[config.mk]
export PLATFORM = sky130hd
export DESIGN_NAME = sprite_mover
export DESIGN_NICKNAME = d
export VERILOG_FILES = /design/src/rtl/sprite_pkg.sv /design/src/rtl/axis_stepper.sv /design/src/rtl/sprite_mover.sv
export SDC_FILE = /design/constraint.sdc
export NUM_CORES = 1
export LEC_CHECK = 0
export ABC_CLOCK_PERIOD_IN_PS = 6300
export CORE_UTILIZATION = 26
export DETAILED_ROUTE_END_ITERATION = 10
export DONT_BUFFER_PORTS = 1
export GPL_TIMING_DRIVEN = 0
export PLACE_DENSITY = 0.52
export SYNTH_ARGS = -nofsm -noshare
export SYNTH_HDL_FRONTEND = slang
export SYNTH_SLANG_ARGS = --single-unit
[constraint.sdc]
create_clock -name frame_clk -period 6.3 [get_ports frame_clk]
set_clock_uncertainty 0.15 [all_clocks]
set_input_delay 0.63 -clock frame_clk [delete_from_list [all_inputs] [get_ports frame_clk]]
set_output_delay 0.63 -clock frame_clk [all_outputs]
set_load 0.01 [all_outputs]
[src/rtl/sprite_pkg.sv]
// sprite_pkg: shared types for the keyboard-driven sprite mover.
// Holds heading/state enums, USB key constants and the key decoder.
package sprite_pkg;

   typedef enum logic [1:0] {
      UP    = 2'b00,
      RIGHT = 2'b01,
      DOWN  = 2'b10,
      LEFT  = 2'b11
   } heading_e;

   typedef enum logic [1:0] {
      IDLE,
      ACCEL,
      CRUISE,
      BLOCKED
   } state_e;

   localparam logic [7:0] KEY_W = 8'h1A;
   localparam logic [7:0] KEY_S = 8'h16;
   localparam logic [7:0] KEY_A = 8'h04;
   localparam logic [7:0] KEY_D = 8'h07;

   typedef struct packed {
      logic     valid;
      heading_e dir;
   } key_t;

   // Anything that is not one of the four movement keys is "no key".
   function automatic key_t key_decode(input logic [7:0] kc);
      key_t k;
      k.valid = 1'b1;
      k.dir   = UP;
      case (kc)
         KEY_W:   k.dir = UP;
         KEY_S:   k.dir = DOWN;
         KEY_A:   k.dir = LEFT;
         KEY_D:   k.dir = RIGHT;
         default: k.valid = 1'b0;
      endcase
      return k;
   endfunction

endpackage

[src/rtl/axis_stepper.sv]
// axis_stepper: one coordinate axis. pos + signed delta -> next pos,
// kept inside [MIN+SIZE, MAX-SIZE]. hit_min/hit_max flag a crossing.
// Ports: pos (W), delta (signed W+2), next_pos (W), hit_min, hit_max.
// Build option SPRITE_WRAP_EN: wrap to the opposite bound plus overshoot
// instead of clamping at the bound.
module axis_stepper #(
   parameter int W    = 10,
   parameter int MIN  = 0,
   parameter int MAX  = 639,
   parameter int SIZE = 16
) (
   input  logic [W-1:0]        pos,
   input  logic signed [W+1:0] delta,
   output logic [W-1:0]        next_pos,
   output logic                hit_min,
   output logic                hit_max
);

   localparam logic signed [W+1:0] LO = (W+2)'(MIN + SIZE);
   localparam logic signed [W+1:0] HI = (W+2)'(MAX - SIZE);
`ifdef SPRITE_WRAP_EN
   localparam logic signed [W+1:0] ONE = (W+2)'(1);
`else
   localparam logic [W-1:0] LO_P = W'(MIN + SIZE);
   localparam logic [W-1:0] HI_P = W'(MAX - SIZE);
`endif

   // Two spare bits so the sum can go below 0 or past 2^W without wrapping.
   logic signed [W+1:0] sum;

   assign sum = $signed({2'b00, pos}) + delta;

   always_comb begin
      next_pos = sum[W-1:0];
      hit_min  = 1'b0;
      hit_max  = 1'b0;
      if (sum < LO) begin
         hit_min = 1'b1;
`ifdef SPRITE_WRAP_EN
         next_pos = W'(HI - (LO - sum - ONE));
`else
         next_pos = LO_P;
`endif
      end else if (sum > HI) begin
         hit_max = 1'b1;
`ifdef SPRITE_WRAP_EN
         next_pos = W'(LO + (sum - HI - ONE));
`else
         next_pos = HI_P;
`endif
      end
   end

endmodule

[src/rtl/sprite_mover.sv]
// sprite_mover: per-frame keyboard sprite controller (heading, speed, X/Y).
// Ports: frame_clk, Reset (sync, high), keycode[7:0] -> PosX, PosY, Size,
// Heading, Moving, AtEdge {left,bottom,right,top}. Option: SPRITE_WRAP_EN.
module sprite_mover
   import sprite_pkg::*;
#(
   parameter int W            = 10,
   parameter int X_MIN        = 0,
   parameter int X_MAX        = 639,
   parameter int Y_MIN        = 0,
   parameter int Y_MAX        = 479,
   parameter int X_CENTER     = 320,
   parameter int Y_CENTER     = 240,
   parameter int SIZE         = 16,
   parameter int MAX_SPEED    = 4,
   parameter int ACCEL_FRAMES = 8
) (
   input  logic         frame_clk,
   input  logic         Reset,
   input  logic [7:0]   keycode,
   output logic [W-1:0] PosX,
   output logic [W-1:0] PosY,
   output logic [W-1:0] Size,
   output logic [1:0]   Heading,
   output logic         Moving,
   output logic [3:0]   AtEdge
);

   localparam int SW = $clog2(MAX_SPEED + 1);
   localparam int CW = $clog2(ACCEL_FRAMES + 1);
   localparam logic [SW-1:0] MAXS = SW'(MAX_SPEED);
   localparam logic [SW-1:0] ONES = SW'(1);
   localparam logic [CW-1:0] LAST = CW'(ACCEL_FRAMES - 1);

   state_e        state_q, state_n, state_d;
   heading_e      dir_q, dir_n;
   logic [SW-1:0] spd_q, spd_n, spd_d;
   logic [CW-1:0] cnt_q, cnt_n, cnt_d;
   logic [W-1:0]  pos_x, pos_y, nx, ny;
   logic          move, start;
   key_t          key;

   logic signed [W+1:0] mag, dx, dy;
   logic hx_min, hx_max, hy_min, hy_max;

   // Next heading/speed/count before the bounds are applied.
   always_comb begin
      key     = key_decode(keycode);
      state_n = state_q;
      dir_n   = dir_q;
      spd_n   = spd_q;
      cnt_n   = cnt_q;
      move    = 1'b0;
      start   = 1'b0;
      unique case (state_q)
         IDLE: begin
            if (key.valid) start = 1'b1;
         end
         ACCEL, CRUISE: begin
            if (!key.valid) begin
               state_n = IDLE;
               spd_n   = '0;
               cnt_n   = '0;
            end else if (key.dir != dir_q) begin
               start = 1'b1;
            end else begin
               move = 1'b1;
               if (state_q == CRUISE) begin
                  spd_n = MAXS;
               end else if (cnt_q == LAST) begin
                  cnt_n = '0;
                  spd_n = spd_q + ONES;
                  if (spd_n == MAXS) state_n = CRUISE;
               end else begin
                  cnt_n = cnt_q + CW'(1);
               end
            end
         end
         BLOCKED: begin
            if (!key.valid) state_n = IDLE;
            else if (key.dir != dir_q) start = 1'b1;
         end
         default: ;
      endcase
      // A fresh key never inherits speed from the previous heading.
      if (start) begin
         dir_n   = key.dir;
         spd_n   = ONES;
         cnt_n   = '0;
         move    = 1'b1;
         state_n = (MAX_SPEED <= 1) ? CRUISE : ACCEL;
      end
   end

   always_comb begin
      mag = $signed({{(W+2-SW){1'b0}}, spd_n});
      dx  = '0;
      dy  = '0;
      if (move) begin
         unique case (dir_n)
            UP:    dy = -mag;
            DOWN:  dy = mag;
            LEFT:  dx = -mag;
            RIGHT: dx = mag;
            default: ;
         endcase
      end
   end

   axis_stepper #(
      .W(W), .MIN(X_MIN), .MAX(X_MAX), .SIZE(SIZE)
   ) u_x (
      .pos(pos_x), .delta(dx), .next_pos(nx),
      .hit_min(hx_min), .hit_max(hx_max)
   );

   axis_stepper #(
      .W(W), .MIN(Y_MIN), .MAX(Y_MAX), .SIZE(SIZE)
   ) u_y (
      .pos(pos_y), .delta(dy), .next_pos(ny),
      .hit_min(hy_min), .hit_max(hy_max)
   );

   always_comb begin
      state_d = state_n;
      spd_d   = spd_n;
      cnt_d   = cnt_n;
`ifndef SPRITE_WRAP_EN
      // Clamped against a bound: stop dead until a new key.
      if (hx_min | hx_max | hy_min | hy_max) begin
         state_d = BLOCKED;
         spd_d   = '0;
         cnt_d   = '0;
      end
`endif
   end

   always_ff @(posedge frame_clk) begin
      if (Reset) begin
         state_q <= IDLE;
         dir_q   <= UP;
         spd_q   <= '0;
         cnt_q   <= '0;
         pos_x   <= W'(X_CENTER);
         pos_y   <= W'(Y_CENTER);
      end else begin
         state_q <= state_d;
         dir_q   <= dir_n;
         spd_q   <= spd_d;
         cnt_q   <= cnt_d;
         pos_x   <= nx;
         pos_y   <= ny;
      end
   end

`ifdef SPRITE_WRAP_EN
   // Position never rests on a bound here, so flag the wrap frame itself.
   logic [3:0] wrap_q;

   always_ff @(posedge frame_clk) begin
      if (Reset) wrap_q <= '0;
      else       wrap_q <= {hx_min, hy_max, hx_max, hy_min};
   end

   assign AtEdge = wrap_q;
`else
   assign AtEdge = {pos_x == W'(X_MIN + SIZE),
                    pos_y == W'(Y_MAX - SIZE),
                    pos_x == W'(X_MAX - SIZE),
                    pos_y == W'(Y_MIN + SIZE)};
`endif

   assign PosX    = pos_x;
   assign PosY    = pos_y;
   assign Size    = W'(SIZE);
   assign Heading = dir_q;
   assign Moving  = (spd_q != '0);

endmodule

==> impl_metrics.yaml <==
synthesis:
  async_reset_ff_share_pct: 0
  yosys.area.top_type: "dfxtp_1"
  synth-edff-count: 0
  synth_area_mm2: 0.00302
  yosysTopAreaCellShare_pct: 20.5
  synth_most_common_cell: "nor2_1"
  synth_fa_ha_area_share_pct: 13.8
  synth_top_family_by_area: "simple AND/OR/NAND/NOR gates"
  syn-instance-count: 369
  yosys.area_share.simple_pct: 26.5
  yosys-mux-area-fraction_pct: 1.37
  synth_top_flop_cell: "dfxtp_1"
  synth-seq-area-share_pct: 20.5
  avgSynthCellArea_um2: 8.19
  synth_warnings: 0
  synthTopCellsByArea: "dfxtp_1 (21%), ha_1 (12%), nor2_1 (5.1%), a21oi_1 (4.6%), buf_4 (3.0%)"
  synth-xor-area-share_pct: 5.51
  ys_types: 68
  synth-seq-cells: 31
  yosys-top-cells-count: "nor2_1 (41), dfxtp_1 (31), ha_1 (30)"
  synth-compound-area-share_pct: 25.7
final_layout:
  syn_to_final_growth_pct: 15.7
  num-fill-cells: 1188
  nets: 429
  drive_gt1_share_pct: 14.7
  fin_cells: 527
  register_area_um2: 621
  multiInputGateArea_mm2: 0.00235
  num_antenna_cells: 0
sta:
  hold_viol: 0
  max_freq_mhz: 168
  fin_crit_sh_pct: 94.7
  setup_viol: 0
  tightest_slew_ps: 1310
  slew_headroom_pct: 11.5
  finalMaxSlewViolations: 0
  fin_crit_ps: 5970
power:
  power.density_mw_per_mm2: 147
  power.leakage_nw: 1.46
  p_total_mw: 0.515
  peakVddDrop_mv: 0.0881
die:
  initial_core_util_pct: 27.3
  placementRows: 38
  fp.coreArea_mm2: 0.0111
  die_h_um: 110
  dieWidth_um: 110
  ios: 47
  die-area_mm2: 0.0121
route:
  drtPass1Iterations: 4
  drt-total-wl_um: 7760
  drcViolationCount: 0
  drt_iter0_drc: 101
  vias: 2727
  via_per_inst: 5.17
  ant_nets: 0
  wire_per_inst_um: 14.7
clock_tree:
  h-tree-depth: 2
  clk_latency_ps: 270
  clk_path_buf_depth: 2
  tritoncts.num_buffers: 5
  tritoncts: "built"
  path_clk_slew_ps: 50
  clockRootBuffer: "clkbuf_16"
  cts_sinks: 31
global_route:
  grtUsageTotal_pct: 13.4
  gr-total-overflow: 0
  grt_pass1_vias: 2567
  antenna_found_initial: 0
  grt_pass1_wl_um: 12600
  grt_max_degree: 11
place:
  dp.cells: 518
  dp_hpwl_um: 6180
  gp_congestion: 0.855
  port_buffers: 0
worst_hold_path:
  hp-class: "primary input to flop"
critical_path:
  endpoint_kind: "flop"
  worstPathMaxFanout: 9
  crit_arrival_ps: 6030
  cp.required_ps: 6360
  startpoint_type: "flop"
  critPathKind: "flop to flop"
status:
  outcome: "finished clean"
job:
  maxCapViolCount: 0
[where the power goes]
part	internal [mW]	switching (mW)	leakage (nW)
Sequential	0.202	0.00843	0.253
Clock	0.154	0.0834	0.0727
Combinational	0.0281	0.0399	1.13
[layer usage]
| metal | track usage, % | part of all wire [%] | vias up |
|---|---|---|---|
| li1 | - | - | 1399 |
| met1 | 16.5 | 45 | 1272 |
| met2 | 23.2 | 49 | 52 |
| met3 | 3.38 | 5.4 | 4 |
| met4 | 3.14 | 0.70 | 0 |
| met5 | 0 | 0 | - |
[layout by cell type, fill, tap and decap left out, types with 6 or more instances in the layout]
cell and count:
a21oi_1 27, and3_1 7, buf_4 14, conb_1 11, dfxtp_1 31, ha_1 29
inv_1 16, nand2_1 12, nand2b_1 6, nor2_1 40, nor4_1 8, o21a_1 12
o21ai_0 13, o21bai_1 11, xnor2_1 9, xor2_1 10
[kinds of logic after synthesis]
logic type	count (synthesis)
adder cells (fa/ha/maj)	32
multiplexers	4
AO/OA/AOI/OAI	112
AND/OR/NAND/NOR	134
flip-flops	31
XOR/XNOR	19
buffers and inverters	35
other	2
[worst max-delay path, cell delays in order, from the launching register on]
cell	delay, ps
dfxtp_1	390
buf_4	180
or3b_1	360
a2111oi_2	410
o21ai_1	140
and2_1	190
buf_6	130
o22ai_2	180
nand2_1	150
ha_1	200
ha_1	250
or4_1	630
inv_2	170
ha_1	300
a21oi_1	250
a21oi_1	100
o41ai_1	130
nand2_1	230
a311o_1	400
nor3_4	210
nor2_1	160
nor4b_4	220
buf_4	190
and4_1	180
[final cells by class]
class | instances | area share, %
multi-input combinational | 312 | 67.2
sequential | 31 | 17.8
tap | 140 | 5.01
clock buffer | 6 | 3.97
buffer | 18 | 3.69
inverter | 17 | 1.83
timing repair buffer | 2 | 0.429
clock inverter | 1 | 0.143
[final timing paths]
path                                 start          to  slack [ps]  cells past startpoint
worst min-delay path                 Reset     PosY[0]         390                      2
worst max register to register  Heading[1]    cnt_q[3]         330                     23
worst min register to register  state_q[0]  state_q[0]         450                      2
worst max-delay path            Heading[1]    cnt_q[3]         330                     23
[metrics by stage]
| step | setup slack, ps | area (um2) | TNS [ps] | util [%] | hold slack [ps] |
|---|---|---|---|---|---|
| detailed placement | -859 | 3230 | -14750 | 29.2 | 444 |
| finish | 332 | 3500 | 0 | 31.6 | 388 |
| CTS | 125 | 3430 | 0 | 31.0 | 407 |
| global placement | -828 | 3230 | -14000 | 29.2 | 434 |
| floorplan | 214 | 3050 | 0 | - | 398 |
| global route | -9.20 | 3500 | -22.9 | 31.6 | 384 |
[sequential cells by signal, indices dropped and copies added, names as in the netlist]
| signal | flops |
|---|---|
| Heading | 2 |
| PosX | 10 |
| PosY | 10 |
| state_q | 2 |
| spd_q | 3 |
| cnt_q | 4 |
[timing repair]
action,in CTS,in global routing
buffers inserted,2,0
gates resized for setup,9,15
endpoints found under the setup margin,26,25
pin swaps,1,3
gates cloned,0,0
hold buffers,0,0
Note: power is estimated with default switching activity, not from simulation.
